$ cat config.mk
export PLATFORM = sky130hd
export DESIGN_NAME = stepper_sequencer
export DESIGN_NICKNAME = d
export VERILOG_FILES = /design/src/rtl/stepper_sequencer_pkg.sv /design/src/rtl/stepper_rate_timer.sv /design/src/rtl/stepper_sequencer.sv
export SDC_FILE = /design/constraint.sdc
export NUM_CORES = 1
export LEC_CHECK = 0
export CAP_MARGIN = 20
export CORE_MARGIN = 1.5
export CORE_UTILIZATION = 56
export CTS_CLUSTER_SIZE = 20
export DETAILED_ROUTE_END_ITERATION = 12
export PLACE_DENSITY = 0.81
export RECOVER_POWER = 50
export SLEW_MARGIN = 15
export SYNTH_ARGS = -nofsm -noshare
export SYNTH_HDL_FRONTEND = slang
export SYNTH_SLANG_ARGS = --single-unit
$ cat constraint.sdc
create_clock -name clk -period 3.5 [get_ports clk]
set_input_delay 0.525 -clock clk [delete_from_list [all_inputs] [get_ports clk]]
set_output_delay 0.525 -clock clk [all_outputs]
set_load 0.02 [all_outputs]
$ cat src/rtl/stepper_sequencer_pkg.sv
// Shared definitions for the stepper sequencer: FSM states and the
// phase-index to coil-drive table used in both full- and half-step modes.
package stepper_sequencer_pkg;

    typedef enum logic {
        ST_IDLE = 1'b0,
        ST_RUN  = 1'b1
    } state_t;

    localparam int PHASE_W = 3;

    // Entry [0] is the rightmost nibble; even phases energise a single coil.
    localparam logic [7:0][3:0] PHASE_TABLE = {
        4'b1001, 4'b1000, 4'b1100, 4'b0100,
        4'b0110, 4'b0010, 4'b0011, 4'b0001
    };

    function automatic logic [3:0] phase_coils(input logic [PHASE_W-1:0] phase);
        return PHASE_TABLE[phase];
    endfunction

endpackage

$ cat src/rtl/stepper_rate_timer.sv
// Loadable step-period counter: counts 0..P-1 while running and emits a
// one-cycle tick when the count sits at P-1 (P=0 is treated as 1).
module stepper_rate_timer #(
    parameter int DIV_W = 16
) (
    input  logic             clk,
    input  logic             rst,
    input  logic             load,
    input  logic             run,
    input  logic [DIV_W-1:0] period,
    output logic             tick
);

    logic [DIV_W-1:0] r_per;
    logic [DIV_W-1:0] r_cnt;

    assign tick = run && (r_cnt == r_per - DIV_W'(1));

    always_ff @(posedge clk or posedge rst) begin
        if (rst) begin
            r_per <= DIV_W'(1);
            r_cnt <= '0;
        end else if (load) begin
            r_per <= (period == '0) ? DIV_W'(1) : period;
            r_cnt <= '0;
        end else if (run) begin
            if (tick) r_cnt <= '0;
            else      r_cnt <= r_cnt + DIV_W'(1);
        end
    end

endmodule

$ cat src/rtl/stepper_sequencer.sv
// Stepper motor move sequencer: latches a move on start, steps the coil phase
// at a programmable rate, tracks signed position and reports done/abort.
module stepper_sequencer
    import stepper_sequencer_pkg::*;
#(
    parameter int DIV_W = 16,
    parameter int CNT_W = 16,
    parameter int POS_W = 16
) (
    input  logic             clk,
    input  logic             rst,
    input  logic             en,
    input  logic             start,
    input  logic             dir,
    input  logic             half_step,
    input  logic             hold,
    input  logic [DIV_W-1:0] period,
    input  logic [CNT_W-1:0] steps,
    output logic [3:0]       coils,
    output logic             busy,
    output logic             done,
    output logic             aborted,
    output logic [POS_W-1:0] pos
);

    state_t                    r_state;
    logic                      r_dir;
    logic                      r_half;
    logic [CNT_W-1:0]          r_left;
    logic [PHASE_W-1:0]        r_phase;
    logic signed [POS_W-1:0]   r_pos;
    logic                      r_busy;
    logic                      r_done;
    logic                      r_aborted;

    logic                      w_accept;
    logic                      w_run;
    logic                      w_tick;
    logic [1:0]                w_mag;
    logic [PHASE_W-1:0]        w_phase_step;
    logic [POS_W-1:0]          w_mag_ext;
    logic signed [POS_W-1:0]   w_pos_step;

    assign w_accept = (r_state == ST_IDLE) && start && en;
    assign w_run    = (r_state == ST_RUN);

    // Full-step from an odd phase moves by one so it lands back on a single-coil phase.
    assign w_mag        = (r_half || r_phase[0]) ? 2'd1 : 2'd2;
    assign w_phase_step = r_dir ? {1'b0, w_mag} : (3'd0 - {1'b0, w_mag});
    assign w_mag_ext    = {{(POS_W-2){1'b0}}, w_mag};
    assign w_pos_step   = r_dir ? signed'(w_mag_ext) : -signed'(w_mag_ext);

    stepper_rate_timer #(
        .DIV_W (DIV_W)
    ) u_timer (
        .clk    (clk),
        .rst    (rst),
        .load   (w_accept),
        .run    (w_run),
        .period (period),
        .tick   (w_tick)
    );

    always_ff @(posedge clk or posedge rst) begin
        if (rst) begin
            r_state   <= ST_IDLE;
            r_dir     <= 1'b0;
            r_half    <= 1'b0;
            r_left    <= '0;
            r_phase   <= '0;
            r_pos     <= '0;
            r_busy    <= 1'b0;
            r_done    <= 1'b0;
            r_aborted <= 1'b0;
        end else begin
            r_done    <= 1'b0;
            r_aborted <= 1'b0;
            case (r_state)
                ST_IDLE: begin
                    if (w_accept) begin
                        r_dir   <= dir;
                        r_half  <= half_step;
                        r_left  <= steps;
                        r_state <= ST_RUN;
                        r_busy  <= 1'b1;
                    end
                end
                ST_RUN: begin
                    // Abort outranks both the zero-length finish and a pending final step.
                    if (!en) begin
                        r_state   <= ST_IDLE;
                        r_busy    <= 1'b0;
                        r_aborted <= 1'b1;
                    end else if (r_left == '0) begin
                        r_state <= ST_IDLE;
                        r_busy  <= 1'b0;
                        r_done  <= 1'b1;
                    end else if (w_tick) begin
                        r_phase <= r_phase + w_phase_step;
                        r_pos   <= r_pos + w_pos_step;
                        r_left  <= r_left - CNT_W'(1);
                        if (r_left == CNT_W'(1)) begin
                            r_state <= ST_IDLE;
                            r_busy  <= 1'b0;
                            r_done  <= 1'b1;
                        end
                    end
                end
                default: r_state <= ST_IDLE;
            endcase
        end
    end

    assign coils   = (r_state == ST_RUN || hold) ? phase_coils(r_phase) : 4'b0000;
    assign busy    = r_busy;
    assign done    = r_done;
    assign aborted = r_aborted;
    assign pos     = r_pos;

endmodule

==> results of run 1 <==
[area by class of cell]
| class | count | area share, % |
|---|---|---|
| multi-input cells | 398 | 48.6 |
| flip-flops and latches | 73 | 31.9 |
| repair buffers | 72 | 11.9 |
| clock buffers | 11 | 2.64 |
| well taps | 105 | 2.29 |
| inverters | 21 | 1.37 |
| clock inverters | 5 | 1.35 |
[critical path, stage by stage (launching register included)]
cell,delay [ns]
dfrtp_1,0.44
or2_2,0.31
nand2_1,0.16
ha_1,0.27
a211oi_1,0.28
o21ai_0,0.22
a2111oi_0,0.65
o21bai_1,0.22
a21o_1,0.22
a21oi_1,0.17
xor2_1,0.16
o21ai_0,0.08
[worst max-delay path by stage]
stage | cells past startpoint | startpoint | to
3_5_place_dp | 11 | u_timer.r_per[0]$_DFFE_PP1P_ | pos[4]$_DFFE_PP0P_
4_1_cts | 11 | u_timer.r_per[0]$_DFFE_PP1P_ | pos[4]$_DFFE_PP0P_
6_report | 11 | r_phase[0]$_DFFE_PP0P_ | pos[13]$_DFFE_PP0P_
5_1_grt | 11 | r_phase[0]$_DFFE_PP0P_ | pos[13]$_DFFE_PP0P_
2_1_floorplan | 11 | r_phase[0]$_DFFE_PP0P_ | pos[13]$_DFFE_PP0P_
3_3_place_gp | 11 | r_phase[0]$_DFFE_PP0P_ | pos[13]$_DFFE_PP0P_
[per-layer routing]
| metal | wire length, µm | up-vias | track usage (%) | share of wire [%] |
|---|---|---|---|---|
| li1 | - | 2000 | - | - |
| met1 | 4950 | 1997 | 32.7 | 44 |
| met2 | 5590 | 138 | 44.1 | 50 |
| met3 | 580 | 16 | 6.30 | 5.2 |
| met4 | 136 | 0 | 5.64 | 1.2 |
| met5 | 0 | - | 0 | 0 |
[what timing repair did]
action,in CTS,in global routing
endpoints found under the hold margin,0,0
endpoints found under the setup margin,0,13
buffers inserted,0,3
[cells by family after synthesis]
logic type / count (synthesis) / share of synthesized area, %
flip-flops: 73 / 38.2
multiplexers: 26 / 6.01
AO/OA/AOI/OAI: 131 / 18.3
adder cells (fa/ha/maj): 21 / 5.80
AND/OR/NAND/NOR: 180 / 20.8
buffers and inverters: 41 / 3.58
XOR/XNOR: 40 / 7.32
[state kept, by name (all words and copies together) (netlist names)]
name           count
aborted            1
busy               1
done               1
pos               16
r_dir              1
r_half             1
r_left            16
r_phase            3
r_state            1
u_timer.r_cnt     16
u_timer.r_per     16
[through the flow]
step	utilization (%)	instance area, µm²	cells	hold slack, ns
4_1_cts	69.3	5720	682	0.491
3_3_place_gp	66.5	5500	666	0.468
2_1_floorplan	-	4790	512	0.473
5_1_grt	69.5	5740	685	0.532
6_report	69.5	5740	685	0.493
3_5_place_dp	66.5	5500	666	0.479
[synthesized netlist by cell type (9+ instances only)]
master    instances
o21ai_0          40
nor2_1           32
nand2_1          45
a31oi_1          15
xor2_1           20
inv_1            20
nand2b_1         10
dfrtp_1          72
nor3_1           12
a21oi_1          23
nand3_1          10
ha_1             19
mux2_2           22
xnor2_1          20
a21o_1            9
clkbuf_1         13
and3_1           14
[report_power, final]
part           internal (mW)  switching, mW
registers               1.01          0.248
logic                  0.427          0.457
clock network          0.438          0.322
total                   1.87           1.03
==> reports/results.ini, run 1 <==
[outcome]
status=complete, but fails checks
violations=max-capacitance violations, max-slew violations

[power]
powerDensity_mw_per_mm2=505
total_power_mw=2.90
peakVddDrop_mv=0.305
leakage_nw=2.53

[detailed_routing]
drc=0
vias_per_cell=6.06
wire_per_inst_um=16.4
drtAntennaViolNets=0
via_count=4151
wl_mm=11.3
drtIter0Drc=227
dr.pass1.iters=4

[sta]
rsz0062_at_grt=no
worst_slack_ns=0.225
fin_skew_ns=0.0147
slew_headroom_pct=-2.88
finalHoldViolCount=0
setup_tns_ns=0
fin_crit_ns=3.27
fmax_mhz=305
worstMarginPinSlew_ns=1.54
period_share_pct=93.6
setup_viol=0
finalMaxSlewViolations=28

[synthesis]
async_reset_ff_share_pct=100
avgSynthCellArea_um2=9.35
syn_inst=512
syn-num-nets=572
synthFlopType=dfrtp_1
yosysSeqAreaShare_pct=38.2
synth_edf_count=0
ys_types=68
yosys_warnings=0
yosys-top-cells-area=dfrtp_1 38%, mux2_2 5.2%, ha_1 5.0%
yosys.area.top_type=dfrtp_1
synthesis.area_mm2=0.00479
synth-seq-cells=73
synth_top_area_share_pct=37.6

[die]
die_w_um=95.4
std_cell_rows=33
die_area_mm2=0.00911
coreArea_mm2=0.00826
io_pins=62
dieHeight_um=95.4
start_util_pct=58.0

[clock_network]
clkSlewWorstSetupHoldPaths_ns=0.09
ctsHoldBuffers=0
clock-sinks=73
cts_tree=yes
numCtsBuffers=9
cts_resized=0
clk-insertion-delay-late_ns=0.35
cts_max_path_buffers=2
clockRootBuffer=clkbuf_8
h-tree-depth=3

[grt]
grt_usage_pct=25.7
grt_pass1_wl_mm=18.2
grt_pass1_vias=3883
grt_max_degree=39
grt-ovfl-total=0
grt_antenna_before_repair=0

[cells_and_area]
final_net_count=635
multiInputGateArea_mm2=0.00279
fill_cells=655
num_antenna_cells=0
register_area_mm2=0.00183
layout_commonest_cell=dfrtp_1
drive_above_1_share_pct=12.4
syn2layout_area_growth_pct=19.9
final_cell_mix=72 x dfrtp_1, 50 x clkdlybuf4s50_1, 45 x nand2_1, 40 x o21ai_0, 32 x nor2_1

[min_path]
min_path_cells=1
hold_class=flop to flop
min_to=pos[15]$_DFFE_PP0P_
min_from=pos[15]$_DFFE_PP0P_

[critical_path]
r2r-end=pos[13]$_DFFE_PP0P_
ff2ff_setup_slack_ns=0.23
critPathMaxFanout=6
end_kind=flop
crit_type=flop to flop
critPathLaunchType=flop
crit_required_ns=3.74
crit_arrival_ns=3.51
r2r_start=r_phase[0]$_DFFE_PP0P_
reg2reg_depth=11

[job]
max_cap_violations=1

[placed_design]
dpl.hpwl_mm=8.16
pre_cts_slack_ns=0.291
gp_congestion=0.872
port_buffers=61

Note: power is estimated with default switching activity, not from simulation.
==> inputs of run 2 (changes only) <==
--- a/config.mk
+++ b/config.mk
@@ -11,7 +11,7 @@
 export CTS_CLUSTER_SIZE = 20
 export DETAILED_ROUTE_END_ITERATION = 12
 export PLACE_DENSITY = 0.81
-export RECOVER_POWER = 50
+export RECOVER_POWER = 100
 export SLEW_MARGIN = 15
 export SYNTH_ARGS = -nofsm -noshare
 export SYNTH_HDL_FRONTEND = slang
==> reports/results.ini, run 2 (synthesis gave the netlist of run 1 again) <==
[outcome]
status=complete, but fails checks
violations=max-capacitance violations, max-slew violations

[critical_path]
critPathMaxFanout=6  ; unchanged
r2r-end=pos[13]$_DFFE_PP0P_
path_buf_inv=0  ; unchanged
crit_arrival_ns=3.51  ; about the same
crit_family=compound AO/OA/AOI/OAI gates
ff2ff_setup_slack_ns=0.23  ; about the same
critPathLaunchType=flop
end_kind=flop
crit_chain=or2_2 > nand2_1 > ha_1 > a211oi_1 > o21ai_0 > a2111oi_0 > o21bai_1 > a21o_1 > a21oi_1 > xor2_1 > o21ai_0
crit_type=flop to flop
critPathSlowestCell=a2111oi_0
r2r_start=r_phase[0]$_DFFE_PP0P_
reg2reg_depth=11  ; unchanged
slowest_delay_ns=0.65  ; about the same
crit_required_ns=3.74  ; about the same
cpMostUsedCell=o21ai_0

[sta]
finalHoldViolCount=0  ; unchanged
worst_slack_ns=0.225  ; -0.0000250 ns
fmax_mhz=305  ; about the same
period_share_pct=93.6  ; about the same
fin_crit_ns=3.27  ; +0.0000250 ns
slew_headroom_pct=-3.93  ; -1.0 points
setup_viol=0  ; unchanged
worstMarginPinSlew_ns=1.56  ; +0.0157 ns
rsz0062_at_grt=no
finalMaxSlewViolations=28  ; unchanged
fin_skew_ns=0.0155  ; +0.000840 ns
setup_tns_ns=0  ; unchanged

[placed_design]
gp_congestion=0.872  ; unchanged
port_buffers=61  ; unchanged
dpl.hpwl_mm=8.16  ; unchanged
pre_cts_slack_ns=0.291  ; unchanged

[cells_and_area]
final_cell_mix=72 x dfrtp_1, 45 x nand2_1, 40 x o21ai_0, 37 x clkdlybuf4s50_1, 32 x nor2_1
num_antenna_cells=0  ; unchanged
multiInputGateArea_mm2=0.00278  ; -0.27%
syn2layout_area_growth_pct=19.4
layout_commonest_cell=dfrtp_1
final_net_count=635  ; unchanged
fill_cells=662  ; +1.1%
register_area_mm2=0.00183  ; unchanged
drive_above_1_share_pct=11.7  ; -0.69 points

[clock_network]
h-tree-depth=3  ; unchanged
cts_resized=0  ; unchanged
clk-insertion-delay-late_ns=0.35  ; about the same
cts_tree=yes
postCtsSetupRepairBufs=0  ; unchanged
clockRootBuffer=clkbuf_8
numCtsBuffers=9  ; unchanged
clkSlewWorstSetupHoldPaths_ns=0.09  ; about the same
ctsHoldBuffers=0  ; unchanged
clock-sinks=73  ; unchanged
cts_max_path_buffers=2  ; unchanged

[detailed_routing]
drtAntennaViolNets=0  ; unchanged
vias_per_cell=6.07  ; +0.17%
wl_mm=11.2  ; -0.28%
met2_length_mm=5.60  ; +0.16%
via_count=4158  ; +0.17%
wl_met3_um=632  ; +9.0%
drc=0  ; unchanged
dr.pass1.iters=5  ; +1
top_layer=met4
drtIter0Drc=223  ; -1.8%
wire_per_inst_um=16.4  ; -0.28%
wl_met1_mm=4.84  ; -2.1%

[power]
pwr-share-comb_pct=30.4  ; about the same
clock_power_share_pct=26.3  ; about the same
seqPwrFrac_pct=43.3  ; about the same
swShare_pct=35.5  ; about the same
peakVddDrop_mv=0.307  ; +0.65%
p_sw_mw=1.03  ; -0.12%
powerDensity_mw_per_mm2=506  ; +0.23%
leakage_nw=2.55  ; +0.98%
p_int_mw=1.87  ; -0.23%

[die]
std_cell_rows=33  ; unchanged
coreArea_mm2=0.00826  ; unchanged
die_w_um=95.4  ; unchanged
dieHeight_um=95.4  ; unchanged
die_area_mm2=0.00911  ; unchanged
io_pins=62  ; unchanged
start_util_pct=58.0  ; unchanged

[min_path]
min_path_cells=1  ; unchanged
min_from=pos[15]$_DFFE_PP0P_
hold_class=flop to flop
min_to=pos[15]$_DFFE_PP0P_

[grt]
grt-ovfl-total=0  ; unchanged
grt_usage_pct=25.7  ; unchanged
grt_pass1_wl_mm=18.2  ; unchanged
grt_max_degree=39  ; unchanged
grt_antenna_before_repair=0  ; unchanged
grt_pass1_vias=3883  ; unchanged

[job]
max_cap_violations=1  ; unchanged

[run 2: cell count changes in the layout (fill, tap and decap cells not counted), sizes merged]
cell / before / now
buf: 9 / 3
dlygate4sd3: 11 / 24
clkbuf: 13 / 19
clkdlybuf4s50: 50 / 37
[run 2: power by group through the flow]
stage                     clock, mW  sequential, mW  combinational [mW]
final                         0.761            1.25               0.878
after floorplan                   0            1.18               0.712
after global routing          0.811            1.28               0.979
after detailed placement          0            1.26               0.877
after global placement            0            1.25               0.830
after CTS                     0.769            1.25               0.885
[run 2: per-layer routing]
metal	vias up	global-route usage [%]
li1	1998	-
met1	2014	32.7
met2	130	44.1
met3	16	6.30
met4	0	5.64
met5	-	0
[run 2: cell type report]
| type | count | share of cell area (%) |
|---|---|---|
| Timing Repair Buffer | 72 | 11.7 |
| Tap cell | 105 | 2.30 |
| Inverter | 21 | 1.38 |
| Clock buffer | 11 | 2.65 |
| Multi-Input combinational cell | 398 | 48.6 |
| Sequential cell | 73 | 32.0 |
| Clock inverter | 5 | 1.36 |
[run 2: stage by stage]
step	std cells	area [µm²]	power, mW	utilization, %	hold WS [ns]
finish	685	5720	2.89	69.2	0.488
detailed placement	666	5500	2.14	66.5	0.479
global route	685	5720	3.07	69.2	0.528
global placement	666	5500	2.08	66.5	0.468
floorplan	512	4790	1.89	-	0.473
CTS	682	5720	2.90	69.3	0.491
[run 2: worst max path at each step]
stage	start	end	slack [ns]	cells after the start
detailed placement	u_timer.r_per[0]$_DFFE_PP1P_	pos[4]$_DFFE_PP0P_	0.29	11
CTS	u_timer.r_per[0]$_DFFE_PP1P_	pos[4]$_DFFE_PP0P_	0.25	11
finish	r_phase[0]$_DFFE_PP0P_	pos[13]$_DFFE_PP0P_	0.23	11
global route	r_phase[0]$_DFFE_PP0P_	pos[13]$_DFFE_PP0P_	0.003	11
floorplan	r_phase[0]$_DFFE_PP0P_	pos[13]$_DFFE_PP0P_	0.72	11
global placement	r_phase[0]$_DFFE_PP0P_	pos[13]$_DFFE_PP0P_	0.38	11
[run 2: worst register-to-register path: stages (launching register included)]
cell and delay, ns:
dfrtp_1 0.44, or2_2 0.31, nand2_1 0.16, ha_1 0.27
a211oi_1 0.28, o21ai_0 0.22, a2111oi_0 0.65, o21bai_1 0.23
a21o_1 0.22, a21oi_1 0.16, xor2_1 0.16, o21ai_0 0.08
